`src/rtl/mem_map_seq.sv`:
```
// Clocked memory map sequencer: registered boot/bank/relocation/restart state with combinational ROM/DRAM/RS decode.
// Optional feature macro ROM_SHADOW_WRITE_EN routes memory writes aimed at ROM areas to DRAM.
module mem_map_seq #(
    parameter int          ADDR_W      = 16,
    parameter int          PAGE_BITS   = 13,
    parameter int          N_ROM_BANKS = 2,
    parameter int          RS_BITS     = 10,
    parameter logic [15:0] RS_BASE_LO  = 16'h5800,
    parameter logic [15:0] RS_BASE_HI  = 16'hF800,
    parameter logic [7:0]  CFG_PORT    = 8'hF7,
    parameter int          IAH_BITS    = 10,
    parameter int          IAH_FETCHES = 3
) (
    input  logic                   CLK,
    input  logic                   RST,
    input  logic [ADDR_W-1:0]      A,
    input  logic [7:0]             D,
    input  logic                   nMREQ,
    input  logic                   nIORQ,
    input  logic                   nWR,
    input  logic                   nM1,
    input  logic                   RESTART,
    output logic [N_ROM_BANKS-1:0] nROM,
    output logic                   nROMB,
    output logic                   nRS,
    output logic                   nDR,
    output logic                   nIAH,
    output logic                   BOOT,
    output logic                   RELOK
);

    localparam int BANK_W = (N_ROM_BANKS > 1) ? $clog2(N_ROM_BANKS) : 1;
    localparam int CNT_W  = (IAH_FETCHES > 1) ? $clog2(IAH_FETCHES) : 1;
    localparam logic [ADDR_W-1:0] RS_LO = ADDR_W'(RS_BASE_LO);
    localparam logic [ADDR_W-1:0] RS_HI = ADDR_W'(RS_BASE_HI);

    typedef enum logic [1:0] {ST_BOOT, ST_RUN, ST_RST_SEQ} state_t;

    state_t              state_q, state_d;
    logic [BANK_W-1:0]   bank_q, bank_d;
    logic                relok_q, relok_d;
    logic [CNT_W-1:0]    cnt_q, cnt_d;
    logic                io_q, m1_q;

    logic ioWr, cfgEvt, m1, m1Evt, inIahWin, p0, p1, shadowWr;
    logic [N_ROM_BANKS-1:0] romSel;
    logic rombSel;
    logic unused_d;

    assign unused_d = ^D;

    assign ioWr     = !nIORQ && !nWR && (A[7:0] == CFG_PORT);
    assign cfgEvt   = ioWr && !io_q;
    assign m1       = !nM1 && !nMREQ;
    assign m1Evt    = m1 && !m1_q;
    assign inIahWin = (A >> IAH_BITS) == '0;
    assign p0       = (A >> PAGE_BITS) == '0;
    assign p1       = (A >> PAGE_BITS) == ADDR_W'(1);

`ifdef ROM_SHADOW_WRITE_EN
    assign shadowWr = !nMREQ && !nWR;
`else
    assign shadowWr = 1'b0;
`endif

    always_ff @(posedge CLK) begin
        if (RST) begin
            state_q <= ST_BOOT;
            bank_q  <= '0;
            relok_q <= 1'b0;
            cnt_q   <= '0;
            io_q    <= 1'b0;
            m1_q    <= 1'b0;
        end else begin
            state_q <= state_d;
            bank_q  <= bank_d;
            relok_q <= relok_d;
            cnt_q   <= cnt_d;
            io_q    <= ioWr;
            m1_q    <= m1;
        end
    end

    // Config capture and mode transitions are independent, so both can land on the same edge.
    always_comb begin
        state_d = state_q;
        bank_d  = bank_q;
        relok_d = relok_q;
        cnt_d   = cnt_q;
        if (cfgEvt) begin
            bank_d  = D[BANK_W-1:0];
            relok_d = D[6];
        end
        case (state_q)
            ST_BOOT: begin
                if (cfgEvt && D[7]) state_d = ST_RUN;
            end
            ST_RUN: begin
                if (RESTART) begin
                    state_d = ST_RST_SEQ;
                    cnt_d   = '0;
                end
            end
            ST_RST_SEQ: begin
                if (m1Evt) begin
                    if (!inIahWin || cnt_q == CNT_W'(IAH_FETCHES - 1)) state_d = ST_RUN;
                    else cnt_d = cnt_q + 1'b1;
                end
            end
            default: state_d = ST_BOOT;
        endcase
    end

    // In BOOT the top page-1 bank is forced; a relocated non-zero bank hands page 0 to DRAM.
    always_comb begin
        romSel  = '0;
        rombSel = (state_q == ST_BOOT) && p0;
        if (state_q == ST_BOOT) begin
            romSel[N_ROM_BANKS-1] = p1;
        end else begin
            romSel[0] = p0 && !(relok_q && bank_q != '0);
            for (int k = 0; k < N_ROM_BANKS; k++) begin
                if (p1 && bank_q == BANK_W'(k)) romSel[k] = 1'b1;
            end
        end
        if (shadowWr) begin
            romSel  = '0;
            rombSel = 1'b0;
        end
    end

    assign nROM  = ~romSel;
    assign nROMB = !rombSel;
    assign nDR   = (romSel != '0) || rombSel;
    assign nRS   = !((A >> RS_BITS) == ((relok_q ? RS_HI : RS_LO) >> RS_BITS));
    assign nIAH  = !((state_q == ST_RST_SEQ) && !nMREQ && inIahWin);
    assign BOOT  = (state_q == ST_BOOT);
    assign RELOK = relok_q;

endmodule

```
`config.mk`:
```
export PLATFORM = sky130hd
export DESIGN_NAME = mem_map_seq
export DESIGN_NICKNAME = d
export VERILOG_FILES = /design/src/rtl/mem_map_seq.sv
export SDC_FILE = /design/constraint.sdc
export NUM_CORES = 1
export LEC_CHECK = 0
export CORE_MARGIN = 2
export CORE_UTILIZATION = 35
export DETAILED_ROUTE_END_ITERATION = 16
export GPL_TIMING_DRIVEN = 0
export PLACE_DENSITY = 0.82
export SETUP_SLACK_MARGIN = 0.4
export SKIP_LAST_GASP = 1
export SYNTH_ARGS = -nofsm -noshare
export SYNTH_HDL_FRONTEND = slang
export SYNTH_SLANG_ARGS = --single-unit
```
`constraint.sdc`:
```
create_clock -name CLK -period 1.85 [get_ports CLK]
set_input_delay 0.185 -clock CLK [delete_from_list [all_inputs] [get_ports CLK]]
set_output_delay 0.185 -clock CLK [all_outputs]
set_load 0.02 [all_outputs]
```
# Word-level counts from Yosys, hierarchy flattened
# Index checks and enable logic that the tools add are counted.
dict set report classes {
  bitwise_logic 2
  mux 14
  add_sub_neg 1
  reduce_logical 33
  n_eq_ne 11
}
# op n
set ops {}
lappend ops {{$logic_not A16 Y1} 2}
lappend ops {{$mux W16} 1}
lappend ops {{$mux W2} 7}
lappend ops {{$logic_and A1 B1 Y1} 13}
lappend ops {{$logic_not A1 Y1} 11}
lappend ops {{$eq A8 B8 Y1 const B} 1}
lappend ops {{$ne A2 B2 Y1 const B} 4}
lappend ops {{$reduce_and A4 Y1} 2}
lappend ops {{$eq A6 B6 Y1} 1}
lappend ops {{$pmux W2 S3} 1}
lappend ops {{$eq A2 B2 Y1 const B} 2}
lappend ops {{$mux W1} 4}
lappend ops {{$pmux W2 S2} 1}
lappend ops {{$reduce_bool A2 Y1} 2}
lappend ops {{$eq A3 B1 Y1 const B} 1}
lappend ops {{$add A2 B1 Y2 const B} 1}
lappend ops {{$eq A2 B1 Y1 const B} 1}
lappend ops {{$logic_not A2 Y1} 1}
lappend ops {{$logic_or A1 B1 Y1} 2}
lappend ops {{$ne A2 B1 Y1 const B} 1}
lappend ops {{$not A2 Y2} 1}
lappend ops {{$not A1 Y1} 1}
dict set report word_totals {
  elab_cells 67
  out_inout_bits 8
  inputBits 31
  ff_bits 8
}

# Depth between registers and ports, before layout
dict set report depth {
  depth_word 7
  ltp_mapped 6
  ltp_nobuf 6
}

# Worst setup path after synthesis
# Ideal clock, no wire load.
dict set report synth_timing {
  path_type {register to output}
  from {reg state_q[1]}
  to {out nDR}
  stages_incl_launch_ff 5
  path_buffers 0
  arrival_ns 1.366
  path_slack_ns 0.299
  required_time_ns 1.665
  path_cell_list {dfxtp_1 or2_2 inv_1 o211ai_1 nand3_1}
}
dict set report synth_via {
  elab_chain_cells 4
}
# element line
set synth_lines {}
lappend synth_lines {{start: declaration} 39} ;# state_t state_q, state_d;
lappend synth_lines {{start signal: assignment} 75} ;# state_q <= state_d;
lappend synth_lines {{$logic_not A2 Y1 (*)} --}
lappend synth_lines {{named net BOOT} 28} ;# output logic BOOT,
lappend synth_lines {{$mux W1} 118} ;# if (state_q == ST_BOOT) begin
lappend synth_lines {{$reduce_bool A2 Y1} 134} ;# assign nDR = (romSel != '0) || rombSel;
lappend synth_lines {{$logic_or A1 B1 Y1 (*)} 134}
lappend synth_lines {{end: declaration} 26} ;# output logic nDR,
# Mark *: on every way through the listed nets, which the timed path passes. The rest lies on a longest branch.

# Worst setup path after layout
dict set report layout_timing {
  from {reg state_q[0]}
  to {out BOOT}
}
dict set report layout_via {
  elab_chain_cells 1
}
# element line
set layout_lines {}
lappend layout_lines {{$logic_not A2 Y1} 137} ;# assign BOOT = (state_q == ST_BOOT);
lappend layout_lines {{end: declaration} 28}
# Every way passes these cells.

==> results.sh <==
export IMPL_synth_edf_count=0
export IMPL_dp_slack_ns=-0.208
export IMPL_drc_errors=0
export IMPL_drv_cap=0
export IMPL_syn_num_nets=90
export IMPL_crit_path_start_kind="flip-flop"
export IMPL_ant_nets=0
export IMPL_wire_per_inst_um=12.5
export IMPL_synth_distinct_cells=31
export IMPL_muxShareOfSynthArea_pct=5.69
export IMPL_crit_family="buffers and inverters"
export IMPL_start_util_pct=36.3
export IMPL_worst_slew_pin_slew_ns=0.372
export IMPL_period_share_pct=78.3
export IMPL_endpoint_kind="primary output"
export IMPL_clk_pin_slew_ns=0.05
export IMPL_clock_latency_ns=0.25
export IMPL_hp_class="input port to flip-flop"
export IMPL_rows=14
export IMPL_synth_area_top_cells="dfxtp_1 (30%), mux2i_1 (5.7%), nand4bb_4 (5.2%), nor4_4 (4.0%), nor3_1 (3.8%)"
export IMPL_ys_flop_type="dfxtp_1"
export IMPL_required_ns=1.66
export IMPL_fin_cells=111
export IMPL_slowest_stage="dfxtp_4"
export IMPL_final_max_slew_violation_count=0
export IMPL_finClkSkew_ns=0.00245
export IMPL_dr_pass1_iters=5
export IMPL_syn_avg_cell_area_um2=9.10
export IMPL_io_pins=39
export IMPL_crit_buf_inv=2
export IMPL_htree_levels=1
export IMPL_grt_use_total_pct=16.5
export IMPL_drive_gt1_share_pct=33.7
export IMPL_hold_buffers=0
export IMPL_area_growth_pct=76.5
export IMPL_cts_tree="done"
export IMPL_finalSetupTns_ns=0
export IMPL_rsz0062_at_grt="true"
export IMPL_crit_path_max_incr_delay_ns=0.34
export IMPL_synth_seq_cells=8
export IMPL_yosys_warnings=0
export IMPL_antenna_found_initial=0
export IMPL_synth_top_family_by_area="simple AND/OR/NAND/NOR gates"
export IMPL_netlist_instances=58
export IMPL_clockRootBuffer="clkbuf_4"
export IMPL_setup_viol=0
export IMPL_vdd_drop_max_v=0.000367
export IMPL_grt_pass1_vias=595
export IMPL_grt_pass1_wl_um=2260
export IMPL_outcome="finished, final reports clean"
export IMPL_grt_max_degree=10
export IMPL_finalWorstSetupSlack_ns=0.402
export IMPL_utilization_pct=64.1
export IMPL_synth_compound_area_share_pct=12.3
export IMPL_power_density_mw_per_mm2=424
export IMPL_clk_path_buf_depth=2
export IMPL_ys_seq_area_share_pct=30.3
export IMPL_rr_worst_depth=6
export IMPL_syn_area_um2=528
export IMPL_synthAdderAreaFrac_pct=2.37
export IMPL_portBuffers=30
export IMPL_place_hpwl_um=1090
export IMPL_cts_buffers=3
export IMPL_clkSinkCount=8
export IMPL_fin_total_pwr_w=0.000395
export IMPL_die_x_um=42.8
export IMPL_fmax_ghz=0.691
export IMPL_fin_crit_ns=1.45
export IMPL_vias=591
export IMPL_slew_headroom_pct=75.2
export IMPL_viasPerCell=5.32
export IMPL_cp_depth=3
export IMPL_die_area_mm2=0.00184
export IMPL_synth_area_leader_cell="dfxtp_1"
export IMPL_core_area_mm2=0.00145
export IMPL_synth_top_area_share_pct=30.3
export IMPL_critPathKind="flip-flop to primary output"
export IMPL_yosys_area_share_simple_pct=47.2
export IMPL_die_h_um=42.8
export IMPL_crit_path_max_fanout=3
export IMPL_nets=129
export IMPL_hold_viol=0
export IMPL_power_leakage_nw=0.340
export IMPL_routed_wl_um=1390
export IMPL_whs_path_depth=2
export IMPL_synth_xor_area_share_pct=0
export IMPL_gr_total_overflow=0
export IMPL_place_gp_congestion=0.723
export IMPL_dpl_cell_count=104
export IMPL_async_flop_share_pct=0
export IMPL_crit_chain="or2_4, inv_4, dlygate4sd2_1"
export IMPL_diodes=0
export IMPL_drt_iter0_markers=10
export IMPL_crit_arrival_ns=1.26
synthesized netlist by cell type, types with 2 or more instances:
cell type	number
nor2b_1	2
dfxtp_1	8
o21ai_0	3
nor2_1	5
inv_1	2
nor3_1	4
nand2_1	5
nand4_1	2
nand4b_1	2
nand3_1	2
mux2i_1	3
power breakdown:
part           leakage (nW)  total [W]  switching [W]  internal (W)
registers            0.0667   0.000171    0.000000432      0.000171
clock network        0.0138   0.000128      0.0000542     0.0000739
logic                 0.259  0.0000957      0.0000370     0.0000586
cell families after synthesis:
logic type / count (synthesis)
AO/OA/AOI/OAI: 9
adder cells (fa/ha/maj): 1
flip-flops: 8
buffers and inverters: 3
multiplexers: 3
AND/OR/NAND/NOR: 34
layout make-up:
cell class	instances	area, um2
Fill cell	124	522
Multi-Input combinational cell	47	402
Timing Repair Buffer	34	305
Sequential cell	8	169
Clock buffer	3	22.5
Tap cell	16	20.0
Inverter	2	10.0
Buffer	1	3.75
registers in the layout, summed over array words and instances (netlist names):
register / count
m1_q: 1
state_q: 2
cnt_q: 2
io_q: 1
RELOK: 1
bank_q: 1
timing repair:
action | in CTS | in global routing
setup endpoints to repair | 8 | 7
pin swaps | 2 | 7
setup buffers | 1 | 3
resized for setup | 33 | 13
cell usage in the layout (no fill, tap or decap), types with 2 or more instances in the layout:
| master | count |
|---|---|
| buf_2 | 5 |
| buf_4 | 4 |
| clkbuf_4 | 3 |
| clkdlybuf4s50_1 | 20 |
| dfxtp_1 | 5 |
| dfxtp_4 | 2 |
| dlygate4sd2_1 | 3 |
| mux2i_1 | 3 |
| nand2_1 | 5 |
| nand4_1 | 2 |
| nand4b_1 | 2 |
| nor2_1 | 4 |
| nor3_1 | 3 |
| nor4_4 | 2 |
| o21ai_0 | 3 |
per-layer routing:
metal | part of all wire [%] | global-route usage, %
met1 | 41 | 15.7
met2 | 51 | 29.7
met5 | 0 | 0
met3 | 6.3 | 4.26
met4 | 1.9 | 12.5
metrics by stage:
stage          hold slack (ns)  area (um2)
2_1_floorplan            0.262         533
3_3_place_gp             0.489         853
3_5_place_dp             0.498         853
4_1_cts                  0.288         872
5_1_grt                  0.295         932
6_report                 0.296         932
final timing paths:
| path | endpoint | from | slack [ns] |
|---|---|---|---|
| worst max-delay path | BOOT | state_q[0] | 0.40 |
| worst min-delay path | RELOK | RST | 0.30 |
| worst max register to register | cnt_q[0] | cnt_q[0] | 0.53 |
| worst min register to register | cnt_q[0] | cnt_q[0] | 0.53 |
Power figures use the tool's default switching activity.
